$ cat src/rtl/logic_unit_seq.sv
// logic_unit_seq: multi-cycle bitwise logic unit.
// One shared SLICE-bit logic slice is walked across WIDTH-bit operands,
// producing one slice per clock. A start/done handshake is used. res and
// zero hold until the next accepted operation.
//
// Ports:
//   clk    - system clock, rising edge
//   rst_n  - asynchronous active-low reset
//   start  - request, sampled only while ready=1
//   op     - function select (AND/OR/XOR/NOR/NAND/XNOR/ANDN/ORN), sampled with start
//   A, B   - operands, sampled with start
//   abort  - synchronous cancel, effective only while busy
//   ready  - unit can accept start (IDLE or DONE)
//   busy   - operation in progress (RUN)
//   done   - one-cycle pulse when res is complete
//   res    - result register
//   zero   - res == 0, valid with done and held afterwards

// Combinational SLICE-bit logic function, shared across all slices.
module logic_slice #(
    parameter int SLICE = 8
) (
    input  logic [2:0]       op,
    input  logic [SLICE-1:0] a,
    input  logic [SLICE-1:0] b,
    output logic [SLICE-1:0] y
);
    always_comb begin
        y = '0;
        case (op)
            3'b000: y = a & b;
            3'b001: y = a | b;
            3'b010: y = a ^ b;
            3'b011: y = ~(a | b);
            3'b100: y = ~(a & b);
            3'b101: y = ~(a ^ b);
            3'b110: y = a & ~b;
            3'b111: y = a | ~b;
            default: y = '0;
        endcase
    end
endmodule

module logic_unit_seq #(
    parameter int WIDTH = 32,
    parameter int SLICE = 8
) (
    input  logic             clk,
    input  logic             rst_n,
    input  logic             start,
    input  logic [2:0]       op,
    input  logic [WIDTH-1:0] A,
    input  logic [WIDTH-1:0] B,
    input  logic             abort,
    output logic             ready,
    output logic             busy,
    output logic             done,
    output logic [WIDTH-1:0] res,
    output logic             zero
);
    localparam int NSLICE = WIDTH / SLICE;
    localparam int CW     = (NSLICE > 1) ? $clog2(NSLICE) : 1;
    localparam logic [CW-1:0] LAST = CW'(NSLICE - 1);

    typedef enum logic [1:0] {S_IDLE, S_RUN, S_DONE} state_t;

    state_t state, state_nxt;

    // Operands and result viewed as NSLICE slices so the counter indexes directly.
    logic [NSLICE-1:0][SLICE-1:0] a_q, b_q, res_q, res_wr;
    logic [2:0]    op_q;
    logic [CW-1:0] cnt;
    logic          zero_q;
    logic [SLICE-1:0] slice_y;
    logic          accept, last;

    // DONE accepts a start exactly like IDLE, giving back-to-back operation.
    assign accept = start && (state != S_RUN);
    assign last   = (cnt == LAST);

    logic_slice #(.SLICE(SLICE)) u_slice (
        .op (op_q),
        .a  (a_q[cnt]),
        .b  (b_q[cnt]),
        .y  (slice_y)
    );

    // Result with the current slice merged in; also feeds the zero test so the
    // final slice is included in the flag.
    always_comb begin
        res_wr      = res_q;
        res_wr[cnt] = slice_y;
    end

    always_comb begin
        state_nxt = state;
        case (state)
            S_IDLE, S_DONE: state_nxt = accept ? S_RUN : S_IDLE;
            S_RUN: begin
                if (abort)     state_nxt = S_IDLE;   // abort beats the final slice
                else if (last) state_nxt = S_DONE;
            end
            default: state_nxt = S_IDLE;
        endcase
    end

    always_ff @(posedge clk or negedge rst_n) begin
        if (!rst_n) state <= S_IDLE;
        else        state <= state_nxt;
    end

    always_ff @(posedge clk or negedge rst_n) begin
        if (!rst_n) begin
            a_q    <= '0;
            b_q    <= '0;
            op_q   <= '0;
            res_q  <= '0;
            cnt    <= '0;
            zero_q <= 1'b0;
        end else if (accept) begin
            a_q   <= A;
            b_q   <= B;
            op_q  <= op;
            res_q <= '0;
            cnt   <= '0;
        end else if (state == S_RUN) begin
            if (abort) begin
                // Partial result is kept; only the flag is invalidated.
                zero_q <= 1'b0;
            end else begin
                res_q <= res_wr;
                cnt   <= last ? '0 : cnt + 1'b1;
                if (last) zero_q <= (res_wr == '0);
            end
        end
    end

    assign ready = (state != S_RUN);
    assign busy  = (state == S_RUN);
    assign done  = (state == S_DONE);
    assign res   = res_q;
    assign zero  = zero_q;
endmodule

$ cat config.mk
export PLATFORM = sky130hd
export DESIGN_NAME = logic_unit_seq
export DESIGN_NICKNAME = d
export VERILOG_FILES = /design/src/rtl/logic_unit_seq.sv
export SDC_FILE = /design/constraint.sdc
export NUM_CORES = 1
export LEC_CHECK = 0
export BUFFER_PORTS_ARGS = -buffer_cell sky130_fd_sc_hd__buf_2
export CAP_MARGIN = 20
export CORE_ASPECT_RATIO = 0.75
export CORE_MARGIN = 2
export CORE_UTILIZATION = 56
export CTS_CLUSTER_DIAMETER = 40
export CTS_CLUSTER_SIZE = 28
export DETAILED_ROUTE_END_ITERATION = 10
export GPL_TIMING_DRIVEN = 0
export PLACE_DENSITY = 0.91
export REMOVE_ABC_BUFFERS = 1
export SETUP_SLACK_MARGIN = 0.15
export SLEW_MARGIN = 30
export SYNTH_ARGS = -nofsm -noshare
export SYNTH_HDL_FRONTEND = slang
export SYNTH_SLANG_ARGS = --single-unit
$ cat constraint.sdc
create_clock -name clk -period 3.9 [get_ports clk]
set_clock_uncertainty 0.2 [all_clocks]
set_input_delay 0.585 -clock clk [delete_from_list [all_inputs] [get_ports clk]]
set_output_delay 0.585 -clock clk [all_outputs]
set_load 0.03 [all_outputs]
---- Word-level counts from Yosys, hierarchy flattened ----
Index checks and enable logic that the tools add are counted.
W data, S select, Z words.
word-level totals
  bits in registers ....................... 104
  bits of input ports ..................... 71
  output and inout port bits .............. 36
operators by class
  add/subtract/negate cells ............... 1
  $lt $le $gt $ge ......................... 2
  equality and inequality tests ........... 13
  muxes and demuxes ....................... 21
  bitwise operators ....................... 10
  reduce and logical (&&, ||, !) cells .... 10
operator list
  cell                  number
  $mux W32              3
  $pmux W8 S8           1
  $bmux W8 S2           2
  $bwmux W32            1
  $logic_not A32 Y1     1
  $not A8 Y8            4
  $mux W8               3
  $and A8 B8 Y8         2
  $demux W8 S2          1
  $or A8 B8 Y8          2
  $eq A3 B3 Y1 const B  4
  $mux W2               6
  $xor A8 B8 Y8         1
  $eq A3 B2 Y1 const B  2
  $eq A2 B2 Y1 const B  2
  $ne A2 B1 Y1 const B  2
  $pmux W2 S2           1
  $reduce_bool A2 Y1    2
  $eq A3 B1 Y1 const B  1
  $logic_not A3 Y1      1
  $lt A2 B3 Y1 const B  1
  $mux W1               3
  $ne A3 B2 Y1 const B  1
  $reduce_and A3 Y1     1
  8 further kinds       9

---- Longest topological paths before layout ----
Gate-level depths: netlist (run 1).
  depth after elaboration ................. 9
  depth in mapped cells ................... 12
  gate-level depth less buffers ........... 10

---- Cells and area by module ----
From an unflattened synthesis (run 1), not the netlist that was laid out.
unflattened totals
  cells, all modules ...................... 436
  area, all modules ....................... 5616.6 um^2
by module, submodules not included
  module          instances  cells each  area each (um^2)  seq. area each (um^2)
  logic_unit_seq  1          307         4605.7            2602.5
  logic_slice     1          129         1011.0            0.0

---- Worst setup path before layout (run 1) ----
Ideal clock, no wire load.
  path type ............................... register to register
  from .................................... register cnt[0]
  to ...................................... register zero_q, in the netlist zero
  library setup time ...................... 0.087 ns
  data arrival time ....................... 2.862 ns
  setup slack ............................. 0.751 ns
  cell stages (with the launch flop) ...... 12
  buffers on the path ..................... 1
  path through ............................ dfrtp_1 > buf_2 > mux4_2 > inv_1 > ha_1 > nand2b_1 > a211oi_2 > nor2_1 > a221o_1 > nor4_2 > a21oi_1 > a211oi_2
on the way
  cells in the longest elaborated chain, start to end .. 9
  elaborated cells between the ends (all ways) .. 26
  classes of those cells .................. 2 x order compare; 1 x eq/ne; 10 x mux; 9 x bitwise; 4 x reduce/logical
RTL lines
  item                                        line    text
  from (decl)                                 72      logic [CW-1:0] cnt;
  from (signal assigned)                      132     cnt <= last ? '0 : cnt + 1'b1;
  $bmux W8 S2 (on tied branches)              84, 83
  $mux W8 (on tied branches)                  84, 83
  $not A8 Y8, or another cell as far along    37, 38
  $or A8 B8 Y8, or another cell as far along  38      3'b111: y = a | ~b;
  $pmux W8 S8                                 30      case (op)
  $bwmux W32                                  92      res_wr[cnt] = slice_y;
  $logic_not A32 Y1                           133     if (last) zero_q <= (res_wr == '0);
  $mux W1                                     133
  $mux W1                                     127     if (abort) begin
  to (signal assigned)                        133
  to (decl)                                   73      logic zero_q;
Several ways; a longest one is shown, not always the timed one. The select of a mux whose other input is x is not followed.
A chain may end at the register's enable or synchronous reset.

---- Final worst setup path (run 1) ----
Same ends and word-level chain as after synthesis.

==> results.txt, run 1 <==
Grt ovf: 0
Initial antenna violation count: 0
Critical path arrival: 3.65 ns
Crit path max fanout: 21
Die width: 120 um
Worst-Skew Late Latency: 0.36 ns
Top cells by area, synth: dfrtp_1 (46%), nand2_1 (14%), ha_1 (8.0%)
Syn_area_per_cell: 9.46 um2
Chip height: 90.8 um
Min Hold Slack: 0.208 ns
Setup violators final: 0
Starting DRT DRC Count: 396
Setup CP Type: flop to flop
Clk pin slew, worst setup/hold paths: 0.08 ns
Final WL: 13,000 um
Final period util: 0.915
Longest Clk Path Bufs: 2
Clock tree from TritonCTS: yes
Worst reg-to-reg path cell count: 10
CTS H-tree lvls: 3
Yosys cell types: 49
Most frequent cell after synthesis: nand2_1
Area Growth Syn to Fin: 17.1%
Worst EP required: 3.98 ns
Starting Density: 0.579
Leak: 3.45 nW
Top cells by count, synth: nand2_1 (211), dfrtp_1 (104), ha_1 (36)
Layout net count: 790
Crit path time final: 3.57 ns
Worst-path cell chain: mux4_2, inv_1, ha_1, nand2b_1, a211oi_2, nor2_1, a221o_1, nor4_2, a21oi_1, a211oi_2
VDD IR max: 0.364 mV
# diodes: 0
Routed vias: 4,599
R2r startpoint: cnt[0]
Clk root buf: clkbuf_16
First-pass GRT wire length: 22,100 um
Layout Utilization: 0.679
Pins over their slew limit: 0
Post-detail-place hpwl: 9240 um
Critical Path Max Stage Delay: 0.70 ns
Worst slew margin: 0.389
CP Launch Type: flop
GRT Overall Usage: 0.256
Die area: 10,900 um2
Sequential share of the synthesized area: 0.463
Ys async rst share: 1.00
Post-synth EDFFs: 0
Post-Syn Area: 5620 um2
Proportion of layout cells with a drive suffix above 1: 0.231
Crit. End Element: flop
PortBufs: 106
Max-Cap Viols: 0
Cell Pwr Density: 807 nW/um2
Synth warnings: 0
Hold Crit Class: input port to flop
I/O Pins: 107
Critical hold path startpoint: A[7]
Final Hold Viols: 0
Setup crit start: cnt[0]
Setup TNS: 0 ns
Top-area cell type share of the netlist area: 0.463
Antenna Nets Post-Route: 0
TritonRoute pass-1 iters: 5
Pin slew with the least headroom to its limit: 0.909 ns
Post-synthesis instance total: 594
Remaining DRCs: 0
DR vias/cell: 5.61
Number of setup buffers added after CTS: 0
Fin area: 6580 um2
Ys flop type: dfrtp_1
Unrepaired setup endpoints after global routing: no
Yosys reg bits: 104
Most frequent CP cell: a211oi_2
Max Freq: 0.280 GHz
CTS buffer count: 9
Synth area leader: dfrtp_1
# rows: 31
Routed len/inst: 15.9 um
Final RePlAce weighted congestion: 0.834
Status: complete, no violations
Largest net degree at the start of global routing: 62
CP max-delay cell: dfrtp_4
Total core area: 9700 um2
Vias in the first global route: 4,615
Area after DPL: 6280 um2
Clock Sinks: 104
WHS Path Cells: 3
-- area by class of cell --
class | count | area (um2)
inverters | 29 | 109
well taps | 132 | 165
fillers | 762 | 3120
flip-flops and latches | 104 | 2610
clock buffers | 9 | 225
repair buffers | 111 | 649
multi-input cells | 428 | 2760
clock inverters | 7 | 63.8
-- per-layer routing --
layer / vias to the layer above / track usage / part of all wire
li1: 2166 / - / -
met5: - / 0 / 0
met2: 180 / 0.417 / 0.48
met3: 22 / 0.0574 / 0.068
met4: 0 / 0.0853 / 0.015
met1: 2231 / 0.342 / 0.44
-- final timing paths --
check                      endpoint  slack [ns]
setup / recovery               zero        0.33
hold / removal               a_q[7]        0.21
setup reg to reg               zero        0.33
hold reg to reg             b_q[31]        0.28
max in group asynchronous    a_q[9]        2.36
min in group asynchronous    b_q[0]        0.51
-- state kept, by name, summed over array words and instances, names as in the netlist --
signal and count:
a_q 32, b_q 32, cnt 2, op_q 3
res 32, state 2, zero 1
-- logic make-up after synthesis --
group,after synthesis,synth area share
compound gates,85,0.109
fa+ha+maj,36,0.0802
xor+xnor,6,0.00935
mux,25,0.0835
simple gates,276,0.206
buf+inv,62,0.0485
flops,104,0.463
-- through the flow --
step,power [mW],instances,worst slack (ns)
floorplan,3.62,561,-0.517
global placement,4.15,799,-1.38
detailed placement,4.39,803,0.217
CTS,5.29,820,0.198
global route,5.68,820,0.153
finish,5.31,820,0.333
-- worst max-delay path, delay by kind of cell, from the launching register on --
family | cells | cell delay [ns]
adders and majority gates | 1 | 0.24
and+or+nand+nor | 3 | 0.58
DFF | 1 | 0.70
buffers and inverters | 1 | 0.11
muxes | 1 | 0.62
AOI/OAI and AO/OA | 4 | 1.03
-- power by group --
part           switching [mW]  internal, mW
clock network           0.436         0.446
logic                    1.52          1.10
registers               0.390          1.42
-- placed cells by master (no fill, tap or decap), types with 2 or more instances in the layout --
cell type   netlist  final
nand2_1         211    210
buf_2             5    105
dfrtp_1         104    101
ha_1             36     36
a22o_1           29     29
inv_1            28     28
a21oi_1          19     19
nor2_1           19     18
mux4_2           16     16
o21ai_0          14     14
clkbuf_16         0      9
nor2b_1           8      8
nand3_1           7      7
mux2i_1           6      6
nor3_1            6      6
nor4_1            6      6
o22ai_1           5      5
or2_2             4      4
o31ai_1           4      4
nand2b_1          3      3
and2_1            3      3
xnor2_1           3      3
a211oi_1          3      3
xor2_1            3      3
buf_16            0      3
and2b_1           2      2
a211oi_2          2      2
mux2_2            2      2
clkinv_4          0      2
clkinvlp_4        0      2
inv_8             0      2
dfrtp_2           0      2
-- timing repair --
action | CTS | global route
gates resized for setup | 0 | 2
hold endpoints to repair | 43 | 0
endpoints found under the setup margin | 0 | 5
hold buffers | 1 | 0
No activity file was read; power rests on OpenSTA's default activity.
==> run 2, diff against run 1 <==
Settings changed: REMOVE_ABC_BUFFERS 1 to not set.
==> results.txt, run 2 (same netlist as run 1, synthesis figures left out) <==
First-pass GRT wire length: 25,100 um (was 22,100 um)
Most common cell after layout, fill and taps aside: nand2_1 (unchanged)
Leak: 3.52 nW (was 3.45 nW)
Most frequent cells in the layout: nand2_1 (211), buf_2 (108), dfrtp_1 (104), ha_1 (36), a22o_1 (29) (was nand2_1 (210), buf_2 (105), dfrtp_1 (101), ha_1 (36), a22o_1 (29))
Number of setup buffers added after CTS: 0 (unchanged)
Starting Density: 0.579 (unchanged)
Total core area: 9700 um2 (unchanged)
Max-Cap Viols: 0 (unchanged)
Layout net count: 820 (was 790)
GRT Overall Usage: 0.297 (was 0.256)
VDD IR max: 0.381 mV (was 0.364 mV)
Setup TNS: 0 ns (unchanged)
PortBufs: 106 (unchanged)
Pin slew with the least headroom to its limit: 0.851 ns (was 0.909 ns)
Worst EP required: 3.97 ns (was 3.98 ns)
Largest net degree at the start of global routing: 59 (was 62)
Vias in the first global route: 5,200 (was 4,615)
Proportion of layout cells with a drive suffix above 1: 0.226 (was 0.231)
Pins over their slew limit: 0 (unchanged)
TritonRoute pass-1 iters: 5 (unchanged)
Worst-Skew Late Latency: 0.35 ns (was 0.36 ns)
Status: complete, no violations (unchanged)
CP max-delay cell: mux4_2 (was dfrtp_4)
Unrepaired setup endpoints after global routing: no (unchanged)
Worst-path cell chain: clkbuf_4, mux4_2, inv_1, ha_1, nand2b_1, a211oi_2, o21ai_0, a221o_1, nor4_2, a21oi_1, a211oi_2 (was mux4_2, inv_1, ha_1, nand2b_1, a211oi_2, nor2_1, a221o_1, nor4_2, a21oi_1, a211oi_2)
Grt ovf: 0 (unchanged)
Clock tree from TritonCTS: yes (unchanged)
Die area: 10,900 um2 (unchanged)
Hold Crit Class: input port to flop (unchanged)
# diodes: 0 (unchanged)
Chip height: 90.8 um (unchanged)
Antenna Nets Post-Route: 0 (unchanged)
Setup CP Type: flop to flop (unchanged)
Final worst slack: 0.342 ns (was 0.333 ns)
Final WL: 15,100 um (was 13,000 um)
Area Growth Syn to Fin: 19.0% (was 17.1%)
Clk root buf: clkbuf_16 (unchanged)
Setup violators final: 0 (unchanged)
DR vias/cell: 5.84 (was 5.61)
Crit. End Element: flop (unchanged)
Clk pin slew, worst setup/hold paths: 0.07 ns (was 0.08 ns)
Crit path time final: 3.56 ns (was 3.57 ns)
Final period util: 0.912 (was 0.915)
CP Launch Type: flop (unchanged)
Clock Sinks: 104 (unchanged)
Post-detail-place hpwl: 10,900 um (was 9240 um)
Max Freq: 0.281 GHz (was 0.280 GHz)
Routed vias: 4,963 (was 4,599)
Cell Pwr Density: 833 nW/um2 (was 807 nW/um2)
Critical Path Max Stage Delay: 0.62 ns (was 0.70 ns)
Longest Clk Path Bufs: 2 (unchanged)
Crit path max fanout: 10 (was 21)
Pre-CTS setup slack: 0.211 ns (was 0.217 ns)
I/O Pins: 107 (unchanged)
Worst slew margin: 0.428 (was 0.389)
Die width: 120 um (unchanged)
Starting DRT DRC Count: 404 (was 396)
Routed len/inst: 17.8 um (was 15.9 um)
Syn_nets: 701
Final RePlAce weighted congestion: 0.915 (was 0.834)
# rows: 31 (unchanged)
CTS buffer count: 9 (unchanged)
Remaining DRCs: 0 (unchanged)
Initial antenna violation count: 0 (unchanged)
CTS H-tree lvls: 3 (unchanged)
Critical path arrival: 3.63 ns (was 3.65 ns)
Most frequent CP cell: a211oi_2 (unchanged)
Final Hold Viols: 0 (unchanged)
==> run 2: cell count changes in the layout (fill, tap and decap cells not counted), sizes merged <==
cell and delta:
bufinv +1, clkinvlp -2, clkbuf +27, clkinv -2
buf +6
==> run 2: per-layer routing <==
metal  GRT usage  routed length [um]
met2       0.488                7290
met1       0.394                6070
met4       0.113                 422
met5           0                   0
met3      0.0587                1360
==> run 2: area by class of cell <==
cell class	instances	area [um2]
clock inverter	4	58.8
clock buffer	12	256
tap	132	165
buffer	33	175
inverter	29	109
sequential	104	2600
timing repair buffer	108	574
multi-input combinational	428	2740
fill	714	3010
==> run 2: what timing repair did <==
| item | CTS | global route |
|---|---|---|
| hold endpoints to repair | 46 | 0 |
| endpoints found under the setup margin | 0 | 13 |
| gates resized for setup | 0 | 7 |
| hold buffers | 1 | 0 |
==> run 2: path summary, 6_finish.rpt <==
kind	cells past startpoint	endpoint	from	slack (ns)
max in group asynchronous	3	b_q[13]	rst_n	2.33
hold / removal	3	a_q[26]	A[26]	0.22
setup / recovery	11	zero	cnt[0]	0.34
min in group asynchronous	2	res[10]	rst_n	0.54
setup reg to reg	11	zero	cnt[0]	0.34
hold reg to reg	2	a_q[16]	a_q[16]	0.27
==> run 2: where the power goes <==
part	internal, mW	switching, mW	leakage [nW]
clock	0.543	0.418	0.156
sequential	1.41	0.234	1.33
combinational	1.15	1.81	2.04
==> run 2: metrics by stage <==
step	total power, mW	hold slack, ns	cell area [um2]	instances	utilization
after global placement	4.29	0.253	6310	832	0.651
final	5.57	0.215	6690	850	0.689
after global routing	5.92	0.219	6690	850	0.689
after CTS	5.48	0.217	6670	850	0.688
after detailed placement	4.51	0.260	6350	833	0.655
after floorplan	3.69	0.0894	5620	594	-
==> run 2: critical path: cells and delay by family (launching register included) <==
family / cells / cell delay [ns]
and+or+nand+nor: 2 / 0.52
AOI/OAI and AO/OA: 5 / 1.08
muxes: 1 / 0.62
adders and majority gates: 1 / 0.25
DFF: 1 / 0.39
buffers and inverters: 2 / 0.42
==> run 3, diff against run 2 <==
Settings changed: CORE_UTILIZATION 56 to 55, PLACE_DENSITY 0.91 to 0.89, SKIP_CTS_REPAIR_TIMING set to 1.
==> results.txt, run 3 (same netlist as run 1, synthesis figures left out) <==
Status: complete, no violations (unchanged)
Final RePlAce weighted congestion: 0.936 (was 0.915)
Area Growth Syn to Fin: 18.4% (was 19.0%)
Hold Crit Class: input port to asynchronous set/reset pin (was input port to flop)
Die width: 121 um (was 120 um)
CP Launch Type: flop (unchanged)
Setup TNS: 0 ns (unchanged)
Proportion of layout cells with a drive suffix above 1: 0.227 (was 0.226)
Layout Utilization: 0.678 (was 0.689)
Vias in the first global route: 5,023 (was 5,200)
Syn_nets: 701 (unchanged)
Most common cell after layout, fill and taps aside: nand2_1 (unchanged)
Clock Sinks: 104 (unchanged)
Net Sw Frac: 0.447 (was 0.442)
Final Hold Viols: 0 (unchanged)
First-pass GRT wire length: 24,600 um (was 25,100 um)
Final period util: 0.938 (was 0.912)
Routed len/inst: 17.9 um (was 17.8 um)
Sw Pwr: 2.47 mW (was 2.46 mW)
Crit path time final: 3.66 ns (was 3.56 ns)
TritonRoute pass-1 iters: 7 (was 5)
Starting Density: 0.573 (was 0.579)
Most frequent cells in the layout: nand2_1 (211), buf_2 (108), dfrtp_1 (104), ha_1 (36), a22o_1 (29) (unchanged)
Critical path arrival: 3.72 ns (was 3.63 ns)
Setup CP Type: flop to flop (unchanged)
Grt ovf: 0 (unchanged)
Min Hold Slack: 0.0000405 ns (was 0.215 ns)
Max Freq: 0.273 GHz (was 0.281 GHz)
Clock tree from TritonCTS: yes (unchanged)
CP max-delay cell: mux4_2 (unchanged)
Leak: 3.51 nW (was 3.52 nW)
Gate power share: 0.536 (was 0.532)
Remaining DRCs: 0 (unchanged)
Clock power share: 0.165 (was 0.173)
I/O Pins: 107 (unchanged)
# rows: 31 (unchanged)
Worst slew margin: 0.435 (was 0.428)
Clk root buf: clkbuf_16 (unchanged)
Overall power: 5.53 mW (was 5.57 mW)
Longest Clk Path Bufs: 2 (unchanged)
Non-Filler Instances: 849 (was 850)
Die area: 11,000 um2 (was 10,900 um2)
Final worst slack: 0.242 ns (was 0.342 ns)
Worst-Skew Late Latency: 0.36 ns (was 0.35 ns)
Crit path max fanout: 10 (unchanged)
Routed vias: 4,979 (was 4,963)
# diodes: 0 (unchanged)
Setup violators final: 0 (unchanged)
Pre-CTS setup slack: 0.0294 ns (was 0.211 ns)
Layout net count: 819 (was 820)
Pin slew with the least headroom to its limit: 0.842 ns (was 0.851 ns)
Final WL: 15,200 um (was 15,100 um)
Most frequent CP cell: a211oi_2 (unchanged)
Cell Pwr Density: 830 nW/um2 (was 833 nW/um2)
Placed cells: 833 (unchanged)
Clk pin slew, worst setup/hold paths: 0.08 ns (was 0.07 ns)
Initial antenna violation count: 0 (unchanged)
GRT Overall Usage: 0.287 (was 0.297)
Crit. End Element: flop (unchanged)
Post-detail-place hpwl: 11,100 um (was 10,900 um)
Critical Path Max Stage Delay: 0.62 ns (about the same)
VDD IR max: 0.356 mV (was 0.381 mV)
Total core area: 9810 um2 (was 9700 um2)
Starting DRT DRC Count: 562 (was 404)
Largest net degree at the start of global routing: 59 (unchanged)
Fin area: 6660 um2 (was 6690 um2)
P_int: 3.06 mW (was 3.11 mW)
Filler Cells Inserted: 720 (was 714)
Sequential share of power: 0.299 (was 0.296)
Area after DPL: 6350 um2 (unchanged)
Unrepaired setup endpoints after global routing: no (unchanged)
Worst-path cell chain: clkbuf_4, mux4_2, inv_1, ha_1, nand2b_1, a211oi_2, o21ai_0, a221o_1, nor4_2, a31oi_1, a211oi_2 (was clkbuf_4, mux4_2, inv_1, ha_1, nand2b_1, a211oi_2, o21ai_0, a221o_1, nor4_2, a21oi_1, a211oi_2)
CTS buffer count: 9 (unchanged)
Antenna Nets Post-Route: 0 (unchanged)
PortBufs: 106 (unchanged)
DR vias/cell: 5.86 (was 5.84)
Worst EP required: 3.97 ns (about the same)
Max-Cap Viols: 0 (unchanged)
Chip height: 91.5 um (was 90.8 um)
CTS H-tree lvls: 3 (unchanged)
Pins over their slew limit: 0 (unchanged)
run 3: cell types whose count changed in the layout (fill, tap and decap cells not counted), sizes merged:
cell | before | now
clkbuf | 36 | 33
clkinv | 0 | 3
clkinvlp | 0 | 1
dlygate4sd3 | 1 | 0
inv | 32 | 31
run 3: worst max-delay path, delay by kind of cell, from the launching register on:
family / cells / cell delay [ns]
AO/OA/AOI/OAI: 5 / 1.11
adder cells (fa/ha/maj): 1 / 0.24
buffers and inverters: 2 / 0.44
flip-flops: 1 / 0.40
multiplexers: 1 / 0.62
AND/OR/NAND/NOR: 2 / 0.54
run 3: power groups by stage:
stage | sequential, mW | combinational (mW) | clock (mW)
6_report | 1.65 | 2.96 | 0.913
5_1_grt | 1.69 | 3.20 | 0.957
4_1_cts | 1.64 | 2.89 | 0.917
3_5_place_dp | 1.66 | 2.86 | 0
3_3_place_gp | 1.63 | 2.68 | 0
2_1_floorplan | 1.79 | 1.90 | 0
run 3: cell type report:
class                      instances  area, um2  share of cell area
inverter                          29        109              0.0164
tap                              132        165              0.0248
sequential                       104       2600               0.391
multi-input combinational        428       2740               0.412
timing repair buffer             107        564              0.0848
clock buffer                       9        225              0.0338
buffer                            33        175              0.0263
clock inverter                     7       70.1              0.0105
run 3: worst paths after layout:
check                           startpoint       to  slack, ns  cells past startpoint
max in group asynchronous            rst_n  b_q[30]       2.87                      2
worst max register to register      cnt[0]     zero       0.24                     11
worst max-delay path                cnt[0]     zero       0.24                     11
worst min register to register     a_q[30]  a_q[30]       0.28                      2
min in group clk                     B[15]  b_q[15]       0.22                      3
worst min-delay path                 rst_n  res[29]    0.00004                      1
run 3: layer usage:
layer  track usage  wire [um]  vias to the layer above
met4         0.115        465                        0
met5             0          0                        -
met2         0.468       7270                      318
met1         0.376       5960                     2403
li1              -          -                     2220
met3        0.0628       1530                       38
